[src/rtl/fetch2_redirect_pipe.sv]
// Second fetch stage: finds the first effective CTI, builds lane masks, allocates CTI-queue tags, redirects on BTB miss.
// Latency 1 (registered output); accepts only when the output slot frees, the CTI queue has room and no flush is present.
// Optional macro FS2_RAS_OVERRIDE_EN: a return-lane redirect uses ras_top_i instead of lane_target_i.
module fetch2_redirect_pipe #(
    parameter int FETCH_WIDTH = 4,
    parameter int PC_W        = 32,
    parameter int INST_STRIDE = 8,
    parameter int CTIQ_DEPTH  = 16,
    parameter int TAG_W       = 4
) (
    input  logic                        clk,
    input  logic                        reset,
    input  logic                        in_valid_i,
    output logic                        in_ready_o,
    input  logic [PC_W-1:0]             pc_i,
    input  logic [FETCH_WIDTH-1:0]      lane_ctrl_i,
    input  logic [2*FETCH_WIDTH-1:0]    lane_type_i,
    input  logic [FETCH_WIDTH-1:0]      lane_pred_i,
    input  logic [FETCH_WIDTH-1:0]      lane_btbhit_i,
    input  logic [FETCH_WIDTH*PC_W-1:0] lane_target_i,
    input  logic [PC_W-1:0]             ras_top_i,
    input  logic [TAG_W:0]              commit_cnt_i,
    input  logic                        flush_i,
    output logic                        out_valid_o,
    input  logic                        out_ready_i,
    output logic [FETCH_WIDTH-1:0]      out_mask_o,
    output logic [FETCH_WIDTH-1:0]      out_ctrl_mask_o,
    output logic [TAG_W-1:0]            out_tag_base_o,
    output logic                        redirect_o,
    output logic [PC_W-1:0]             redirect_pc_o,
    output logic                        redirect_rtr_o,
    output logic                        redirect_call_o,
    output logic [PC_W-1:0]             call_pc_o,
    output logic                        ctiq_full_o
);

    localparam int SEL_W = (FETCH_WIDTH > 1) ? $clog2(FETCH_WIDTH) : 1;
    localparam logic [PC_W-1:0]  STRIDE   = PC_W'(INST_STRIDE);
    localparam logic [TAG_W:0]   FULL_THR = (TAG_W+1)'(CTIQ_DEPTH - FETCH_WIDTH);

    typedef struct packed {
        logic [PC_W-1:0] pc;
        logic            rtr;
        logic            call;
        logic [PC_W-1:0] call_pc;
    } redir_t;

    logic [FETCH_WIDTH-1:0] eff;
    logic [FETCH_WIDTH-1:0] keep;
    logic [FETCH_WIDTH-1:0] ctrl_mask;
    logic [SEL_W-1:0]       sel;
    logic                   has_eff;
    logic [1:0]             sel_type;
    logic [PC_W-1:0]        sel_target;
    logic                   sel_btbhit;
    logic [TAG_W:0]         alloc;
    logic                   accept;
    logic                   take_redirect;
    redir_t                 redir_next;

    logic [TAG_W-1:0]       tail;
    logic [TAG_W-1:0]       head;
    logic [TAG_W:0]         occ;
    logic [TAG_W+1:0]       occ_sum;
    logic [TAG_W:0]         occ_next;

    // Not-taken conditionals are CTIs but do not end the bundle.
    always_comb begin
        eff = '0;
        for (int i = 0; i < FETCH_WIDTH; i++)
            eff[i] = lane_ctrl_i[i] & (lane_pred_i[i] | (lane_type_i[2*i +: 2] != 2'b11));
    end

    always_comb begin
        has_eff    = 1'b0;
        sel        = '0;
        sel_type   = 2'b00;
        sel_target = '0;
        sel_btbhit = 1'b0;
        for (int i = FETCH_WIDTH-1; i >= 0; i--) begin
            if (eff[i]) begin
                has_eff    = 1'b1;
                sel        = SEL_W'(i);
                sel_type   = lane_type_i[2*i +: 2];
                sel_target = lane_target_i[i*PC_W +: PC_W];
                sel_btbhit = lane_btbhit_i[i];
            end
        end
    end

    always_comb begin
        keep  = '0;
        alloc = '0;
        for (int i = 0; i < FETCH_WIDTH; i++)
            keep[i] = !has_eff || (SEL_W'(i) <= sel);
        ctrl_mask = lane_ctrl_i & keep;
        for (int i = 0; i < FETCH_WIDTH; i++)
            alloc = alloc + (TAG_W+1)'(ctrl_mask[i]);
    end

    assign ctiq_full_o   = occ > FULL_THR;
    assign in_ready_o    = reset & (!out_valid_o | out_ready_i) & !ctiq_full_o & !flush_i;
    assign accept        = in_valid_i & in_ready_o;
    assign take_redirect = accept & has_eff & !sel_btbhit;

    always_comb begin
        redir_next.rtr     = (sel_type == 2'b00);
        redir_next.call    = (sel_type == 2'b01);
        redir_next.call_pc = redir_next.call ? pc_i + STRIDE * PC_W'(sel) : '0;
`ifdef FS2_RAS_OVERRIDE_EN
        redir_next.pc      = redir_next.rtr ? ras_top_i : sel_target;
`else
        redir_next.pc      = sel_target;
`endif
    end

    // Commits beyond what is outstanding clamp occupancy at zero.
    always_comb begin
        occ_sum  = {1'b0, occ} + (accept ? {1'b0, alloc} : '0);
        occ_next = (occ_sum > {1'b0, commit_cnt_i}) ? (TAG_W+1)'(occ_sum - {1'b0, commit_cnt_i}) : '0;
    end

    always_ff @(posedge clk or negedge reset) begin
        if (!reset) begin
            tail <= '0;
            head <= '0;
            occ  <= '0;
        end else begin
            head <= head + commit_cnt_i[TAG_W-1:0];
            if (flush_i) begin
                tail <= head + commit_cnt_i[TAG_W-1:0];
                occ  <= '0;
            end else begin
                if (accept)
                    tail <= tail + alloc[TAG_W-1:0];
                occ <= occ_next;
            end
        end
    end

    always_ff @(posedge clk or negedge reset) begin
        if (!reset) begin
            out_valid_o     <= 1'b0;
            out_mask_o      <= '0;
            out_ctrl_mask_o <= '0;
            out_tag_base_o  <= '0;
            redirect_o      <= 1'b0;
            redirect_pc_o   <= '0;
            redirect_rtr_o  <= 1'b0;
            redirect_call_o <= 1'b0;
            call_pc_o       <= '0;
        end else begin
            redirect_o      <= take_redirect;
            redirect_pc_o   <= take_redirect ? redir_next.pc : '0;
            redirect_rtr_o  <= take_redirect & redir_next.rtr;
            redirect_call_o <= take_redirect & redir_next.call;
            call_pc_o       <= take_redirect ? redir_next.call_pc : '0;
            if (flush_i) begin
                out_valid_o <= 1'b0;
            end else if (accept) begin
                out_valid_o     <= 1'b1;
                out_mask_o      <= keep;
                out_ctrl_mask_o <= ctrl_mask;
                out_tag_base_o  <= tail;
            end else if (out_ready_i) begin
                out_valid_o <= 1'b0;
            end
        end
    end

endmodule
[config.mk]
export PLATFORM = sky130hd
export DESIGN_NAME = fetch2_redirect_pipe
export DESIGN_NICKNAME = d
export VERILOG_FILES = /design/src/rtl/fetch2_redirect_pipe.sv
export SDC_FILE = /design/constraint.sdc
export NUM_CORES = 1
export LEC_CHECK = 0
export CORE_MARGIN = 1.5
export CORE_UTILIZATION = 43
export CTS_CLUSTER_SIZE = 25
export DETAILED_ROUTE_END_ITERATION = 8
export GPL_TIMING_DRIVEN = 0
export PLACE_DENSITY = 0.85
export SETUP_SLACK_MARGIN = 0.4
export SYNTH_ARGS = -nofsm -noshare
export SYNTH_HDL_FRONTEND = slang
export SYNTH_SLANG_ARGS = --single-unit
[constraint.sdc]
create_clock -name clk -period 9.1 [get_ports clk]
set_input_delay 2.275 -clock clk [delete_from_list [all_inputs] [get_ports clk]]
set_output_delay 2.275 -clock clk [all_outputs]
set_load 0.005 [all_outputs]
# Word-level counts from Yosys, hierarchy flattened
# Cells that the tools add are included.
# Widths: inputs -> output; s select.
[op_classes] addsub=8 magnitude_cmp=6 mux=31 bitwise_logic=19 n_eq_ne=5 n_reduce_logical=13
[ops] operator="$mux 32" count=7
[ops] operator="$add 32x5->32" count=1
[ops] operator="$mux 2" count=8
[ops] operator="$and 1x1->1" count=12
[ops] operator="$mux 4" count=3
[ops] operator="$mux 1" count=11
[ops] operator="$mux 5" count=2
[ops] operator="$add 4x4->4" count=2
[ops] operator="$ne 2x2->1 const B" count=4
[ops] operator="$add 5x4->6" count=1
[ops] operator="$gt 6x5->1" count=1
[ops] operator="$gt 5x4->1 const B" count=1
[ops] operator="$logic_not 1->1" count=5
[ops] operator="$or 1x1->1" count=5
[ops] operator="$sub 5x5->5" count=1
[ops] operator="$add 3x1->4" count=1
[ops] operator="$and 4x4->4" count=1
[ops] operator="$le 1x2->1 const A" count=2
[ops] operator="$le 2x2->1 const A" count=2
[ops] operator="$logic_or 1x1->1" count=4
[ops] operator="$add 2x1->3" count=1
[ops] operator="$reduce_bool 3->1" count=1
[ops] operator="$add 1x1->2" count=1
[ops] operator="$eq 2x1->1 const B" count=1
[ops] operator="other kinds (4)" count=4
[word_totals] word_cells=94 inputBits=222 reg_bits=93 out_inout_bits=82

# Logic depth before layout (Yosys ltp)
[depth] word_depth=18 ltp_mapped=16 mapped_depth_nobuf=16

# Worst setup path before layout
# Ideal clock, no wire load.
[synth_timing] path_kind="in2reg" startpoint="input lane_pred_i[0]" endpoint="register occ[4]" slack_ps=3305 arrival_ps=5701 path_stages=15 path_buffers=0 required_ps=9006 setup_time_ps=94 cell_sequence="nand3b_1 a22oi_1 and3_1 fa_1 ha_1 ha_1 and2_1 fa_1 inv_1 fa_1 nor2b_1 o21ai_0 a21oi_1 o21ai_1 a211oi_1"
[synth_via] word_cells_on_any_way=23 classes_between="add/sub: 5; order compare: 5; mux: 5; bitwise: 3; reduce/logical: 5"
[synth_lines] element="start, declared" line="18" text="input logic [FETCH_WIDTH-1:0] lane_pred_i,"
[synth_lines] element="$or 1x1->1 *" line="71" text="eff[i] = lane_ctrl_i[i] & (lane_pred_i[i] | (lane_type_i[2*i +: 2] != 2'b11));"
[synth_lines] element="$and 1x1->1 *" line="71"
[synth_lines] element="$mux 2 / $mux 1 (equally long branches)" line="81" text="if (eff[i]) begin"
[synth_lines] element="$le 2x2->1 / $logic_not 1->1 (equally long branches)" line="95" text="keep[i] = !has_eff || (SEL_W'(i) <= sel);"
[synth_lines] element="$logic_or 1x1->1 *" line="95"
[synth_lines] element="$and 4x4->4 *" line="96" text="ctrl_mask = lane_ctrl_i & keep;"
[synth_lines] element="named net ctrl_mask[3]" line="50" text="logic [FETCH_WIDTH-1:0] ctrl_mask;"
[synth_lines] element="$add 3x1->4 *" line="98" text="alloc = alloc + (TAG_W+1)'(ctrl_mask[i]);"
[synth_lines] element="$mux 4 *" line="119" text="occ_sum = {1'b0, occ} + (accept ? {1'b0, alloc} : '0);"
[synth_lines] element="$add 5x4->6 *" line="119"
[synth_lines] element="$sub 5x5->5 / $gt 6x5->1 (equally long branches)" line="120" text="occ_next = (occ_sum > {1'b0, commit_cnt_i}) ? (TAG_W+1)'(occ_sum - {1'b0, commit_cnt_i}) : '0;"
[synth_lines] element="$mux 5 *" line="120"
[synth_lines] element="$mux 5 *" line="130" text="if (flush_i) begin"
[synth_lines] element="end signal, assigned" line="136" text="occ <= occ_next;"
[synth_lines] element="end, declared" line="63" text="logic [TAG_W:0] occ;"
# Mark *: on every way through the listed nets, which the timed path passes. The rest lies on a longest branch.
# A chain may end at the register's enable or synchronous reset.

# Worst setup path in the final report
[layout_timing] startpoint="input lane_type_i[0]" endpoint="register occ[1]"
[layout_via] elab_chain_len=15 word_cells_on_any_way=24 classes_between="add/sub: 5; order compare: 5; eq/ne: 1; mux: 5; bitwise: 3; reduce/logical: 5"
[layout_rtl] element="start, declared" line="17" text="input logic [2*FETCH_WIDTH-1:0] lane_type_i,"
[layout_rtl] element="$ne 2x2->1 *" line="71"
[layout_rtl] element="$or 1x1->1 *" line="71"
[layout_rtl] element="$and 1x1->1 *" line="71"
[layout_rtl] element="$mux 2 / $mux 1 (equally long branches)" line="81"
[layout_rtl] element="$le 1x2->1 / $logic_not 1->1 (equally long branches)" line="95"
[layout_rtl] element="$logic_or 1x1->1 *" line="95"
[layout_rtl] element="$and 4x4->4 *" line="96"
[layout_rtl] element="named net ctrl_mask[1]" line="50"
[layout_rtl] element="$add 1x1->2 *" line="98"
[layout_rtl] element="$add 2x1->3 *" line="98"
[layout_rtl] element="$add 3x1->4 *" line="98"
[layout_rtl] element="$mux 4 *" line="119"
[layout_rtl] element="$add 5x4->6 *" line="119"
[layout_rtl] element="$sub 5x5->5 / $gt 6x5->1 (equally long branches)" line="120"
[layout_rtl] element="$mux 5 *" line="120"
[layout_rtl] element="$mux 5 *" line="130"
# Marks and branches as above.

==> qor.txt <==
Outcome: complete, no violations
Initial DRC Count: 315
Slew margin rel.: 0.5630
Leak: 3.703 nW
Critical Path Max Stage Delay: 0.56 ns
CTS buffer count: 9
Final setup vio count: 0
Reg2Reg Depth: 15
CP Data Required Time: 9.32 ns
# DRC: 0
Final period utilization: 0.7039
Syn Inst Count: 543
Final Skew: 0.004481 ns
R2R Setup Slk: 5.32 ns
Crit path arrival time: 6.62 ns
Initial antenna violation count: 1
Cell area after synthesis: 0.005578 sq mm
Global-route wire length before repair: 28880 um
Critical path peak fanout: 9
Wire per inst: 19.19 um
Register area share after synthesis: 0.4172
Antenna fix cells: 0
Final min period: 6.405 ns
Met3 Usage GRT: 0.08857
Reg2reg start: occ[1]$_DFF_PN0_
Pre-antenna DRT Iters: 5
Share of cells above drive strength 1: 0.1012
Worst Setup End Kind: flop
Routed wire length: 19230 um
Congestion Overflow GR: 0
Total nets after synthesis: 789
Post-CTS Setup Inserts: 0
Placer Congestion: 0.8369
Nets: 1071
Vias/cell: 5.478
Max-Cap Viols: 0
Hold Path Cell Cnt: 1
Most common cell after layout, fill and taps aside: clkdlybuf4s50_1
Met2 global-route usage: 0.4784
Worst vdd ir: 0.00009781 V
Cts hold-fix bufs: 0
Cell mode on critical path: ha_1
Root buf cell: clkbuf_16
Most frequent cells in the layout: clkdlybuf4s50_1, dfrtp_1, nand2_1
Async SR Flop Fraction: 1.000
DIE HEIGHT: 116.9 um
Initial Utilization: 0.4420
Post-route insts no fill: 1002
Via count: 5489
WHS Endpoint: out_mask_o[0]$_DFFE_PN0P_
P&R area growth vs syn: 58.34%
CTS tree: built
Synthesized area per cell: 10.27 sq um
Most used routing layer: met2
Slew @ Worst Pin: 0.6556 ns
# rows: 41
Later-pin clock latency in the skew report: 0.35 ns
Post-cts repair resize count: 0
Tot Pwr: 1.203 mW
Worst path slowest cell: clkdlybuf4s50_1
CP startpoint kind: primary input
Final ANT Viol Nets: 0
Largest net degree at the start of global routing: 49
Final slew viol count: 0
H-tree depth: 3
Number of global-route vias before repair: 5663
Pwr Density: 136.2 mW/mm^2
CP Class: primary input to flop
Worst hold path class: flop to flop
Aggregate global-route resource usage: 0.2830
Worst path cell trace: clkdlybuf4s50_1 -> nand3b_1 -> nand2_1 -> and2_1 -> fa_1 -> ha_1 -> ha_1 -> and2_1 -> fa_1 -> xor2_1 -> ha_1 -> nor2b_1 -> o21ai_0 -> a21oi_1 -> o21ai_1 -> a21oi_1
PortBufs: 270
Clock Pin Slew Worst Setup and Hold Paths: 0.07 ns
DP HPWL: 14890 um
Yosys cell types: 57
Crit Reg-Reg Endpoint: occ[4]$_DFF_PN0_
Placeable Area: 0.01262 sq mm
RSZ-0062 raised after global routing: no
# IOs: 304
Number of enable flip-flop cells after synthesis: 0
Min-delay src: out_mask_o[0]$_DFFE_PN0P_
Die span in x: 116.9 um
#FFs+latches synth: 93
CTS Sinks: 93
Post-Place Cells: 986
Fillers: 947
Warnings from Yosys: 0
Max frequency: 156.1 MHz
Final Hold Viols: 0
Most common flop cell mapped by yosys: dfrtp_1
Clk buf depth: 2
M1 GR Usage: 0.3089
Die footprint: 0.01366 sq mm
-- metal layers --
layer	share of wire	wire length (um)	up-vias
met4	0.047	903	2
met5	0.00083	16	-
met2	0.50	9629	254
met1	0.37	7091	2639
li1	-	-	2536
met3	0.083	1591	58
-- synth_stat cells, drive strengths merged (3+ instances only) --
master,number,area [sq um]
nor3b,6,75.07
nand2b,5,31.28
xor2,13,113.9
fa,6,120.1
nor2b,3,18.77
clkbuf,16,60.06
a221o,32,320.3
mux2i,4,40.04
a21o,5,37.54
a31oi,3,40.04
nand3b,4,55.05
nor4,4,25.02
and2,11,71.32
and3,7,43.79
a21oi,44,220.2
inv,22,82.58
nand4,8,77.57
nand3,8,40.04
nor3,32,290.3
buf,20,191.4
nor2,9,36.29
and4,3,26.28
ha,18,225.2
o211ai,32,240.2
dfrtp,93,2327
o21ai,8,40.04
xnor2,24,210.2
nand2,81,304.0
a211oi,3,27.52
-- power breakdown --
part,switching (mW),leakage (nW),total (mW),internal (mW)
clock,0.165,0.149,0.394,0.230
combinational,0.151,2.29,0.339,0.187
sequential,0.0212,1.26,0.470,0.449
total,0.337,3.70,1.20,0.866
-- state kept, by name (all words and copies together) (netlist names) --
| signal | flops |
|---|---|
| redirect_o | 1 |
| out_mask_o | 4 |
| tail | 4 |
| call_pc_o | 32 |
| out_valid_o | 1 |
| redirect_call_o | 1 |
| redirect_rtr_o | 1 |
| redirect_pc_o | 32 |
| out_tag_base_o | 4 |
| head | 4 |
| occ | 5 |
| out_ctrl_mask_o | 4 |
-- worst max-delay path, delay by kind of cell --
kind	cells	cell delay (ns)
AOI/OAI and AO/OA	4	0.75
xor gates and xnor gates	1	0.21
adders and majority gates	5	1.72
buffers and inverters	1	0.56
and+or+nand+nor	5	1.09
-- through the flow --
stage	worst slack, ns	cell area, sq um	utilization	setup TNS (ns)	hold WS, ns
6_report	2.695	8832	0.6999	0	0.4725
2_1_floorplan	3.305	5578	-	0	0.4586
3_5_place_dp	2.394	8521	0.6752	0	0.4514
4_1_cts	2.761	8832	0.6999	0	0.4803
5_1_grt	2.408	8832	0.6999	0	0.5200
3_3_place_gp	-0.2146	8496	0.6732	-0.2440	0.4520
-- area by class of cell --
| class | instances | area [sq um] | area share |
|---|---|---|---|
| Multi-Input combinational cell | 392 | 2917 | 0.3302 |
| Clock inverter | 4 | 55.05 | 0.006233 |
| Sequential cell | 93 | 2327 | 0.2635 |
| Buffer | 36 | 251.5 | 0.02847 |
| Inverter | 22 | 82.58 | 0.009350 |
| Clock buffer | 12 | 256.5 | 0.02904 |
| Timing Repair Buffer | 271 | 2728 | 0.3088 |
| Tap cell | 172 | 215.2 | 0.02437 |
-- worst max path at each step --
stage / start / endpoint / depth (start not counted)
floorplan: lane_pred_i[0] / occ[4]$_DFF_PN0_ / 15
global placement: reset / in_ready_o / 4
detailed placement: lane_type_i[0] / occ[1]$_DFF_PN0_ / 16
CTS: lane_type_i[0] / occ[4]$_DFF_PN0_ / 16
global route: lane_type_i[0] / occ[4]$_DFF_PN0_ / 16
finish: lane_type_i[0] / occ[1]$_DFF_PN0_ / 16
-- kinds of logic after synthesis --
kind of cell               count (synthesis)  synth area share
and+or+nand+nor                          189            0.2075
AOI/OAI and AO/OA                        138            0.1882
DFF                                       93            0.4172
buffers and inverters                     58           0.05989
xor gates and xnor gates                  37           0.05810
adders and majority gates                 24           0.06191
muxes                                      4          0.007178
Note: power is estimated with default switching activity, not from simulation.
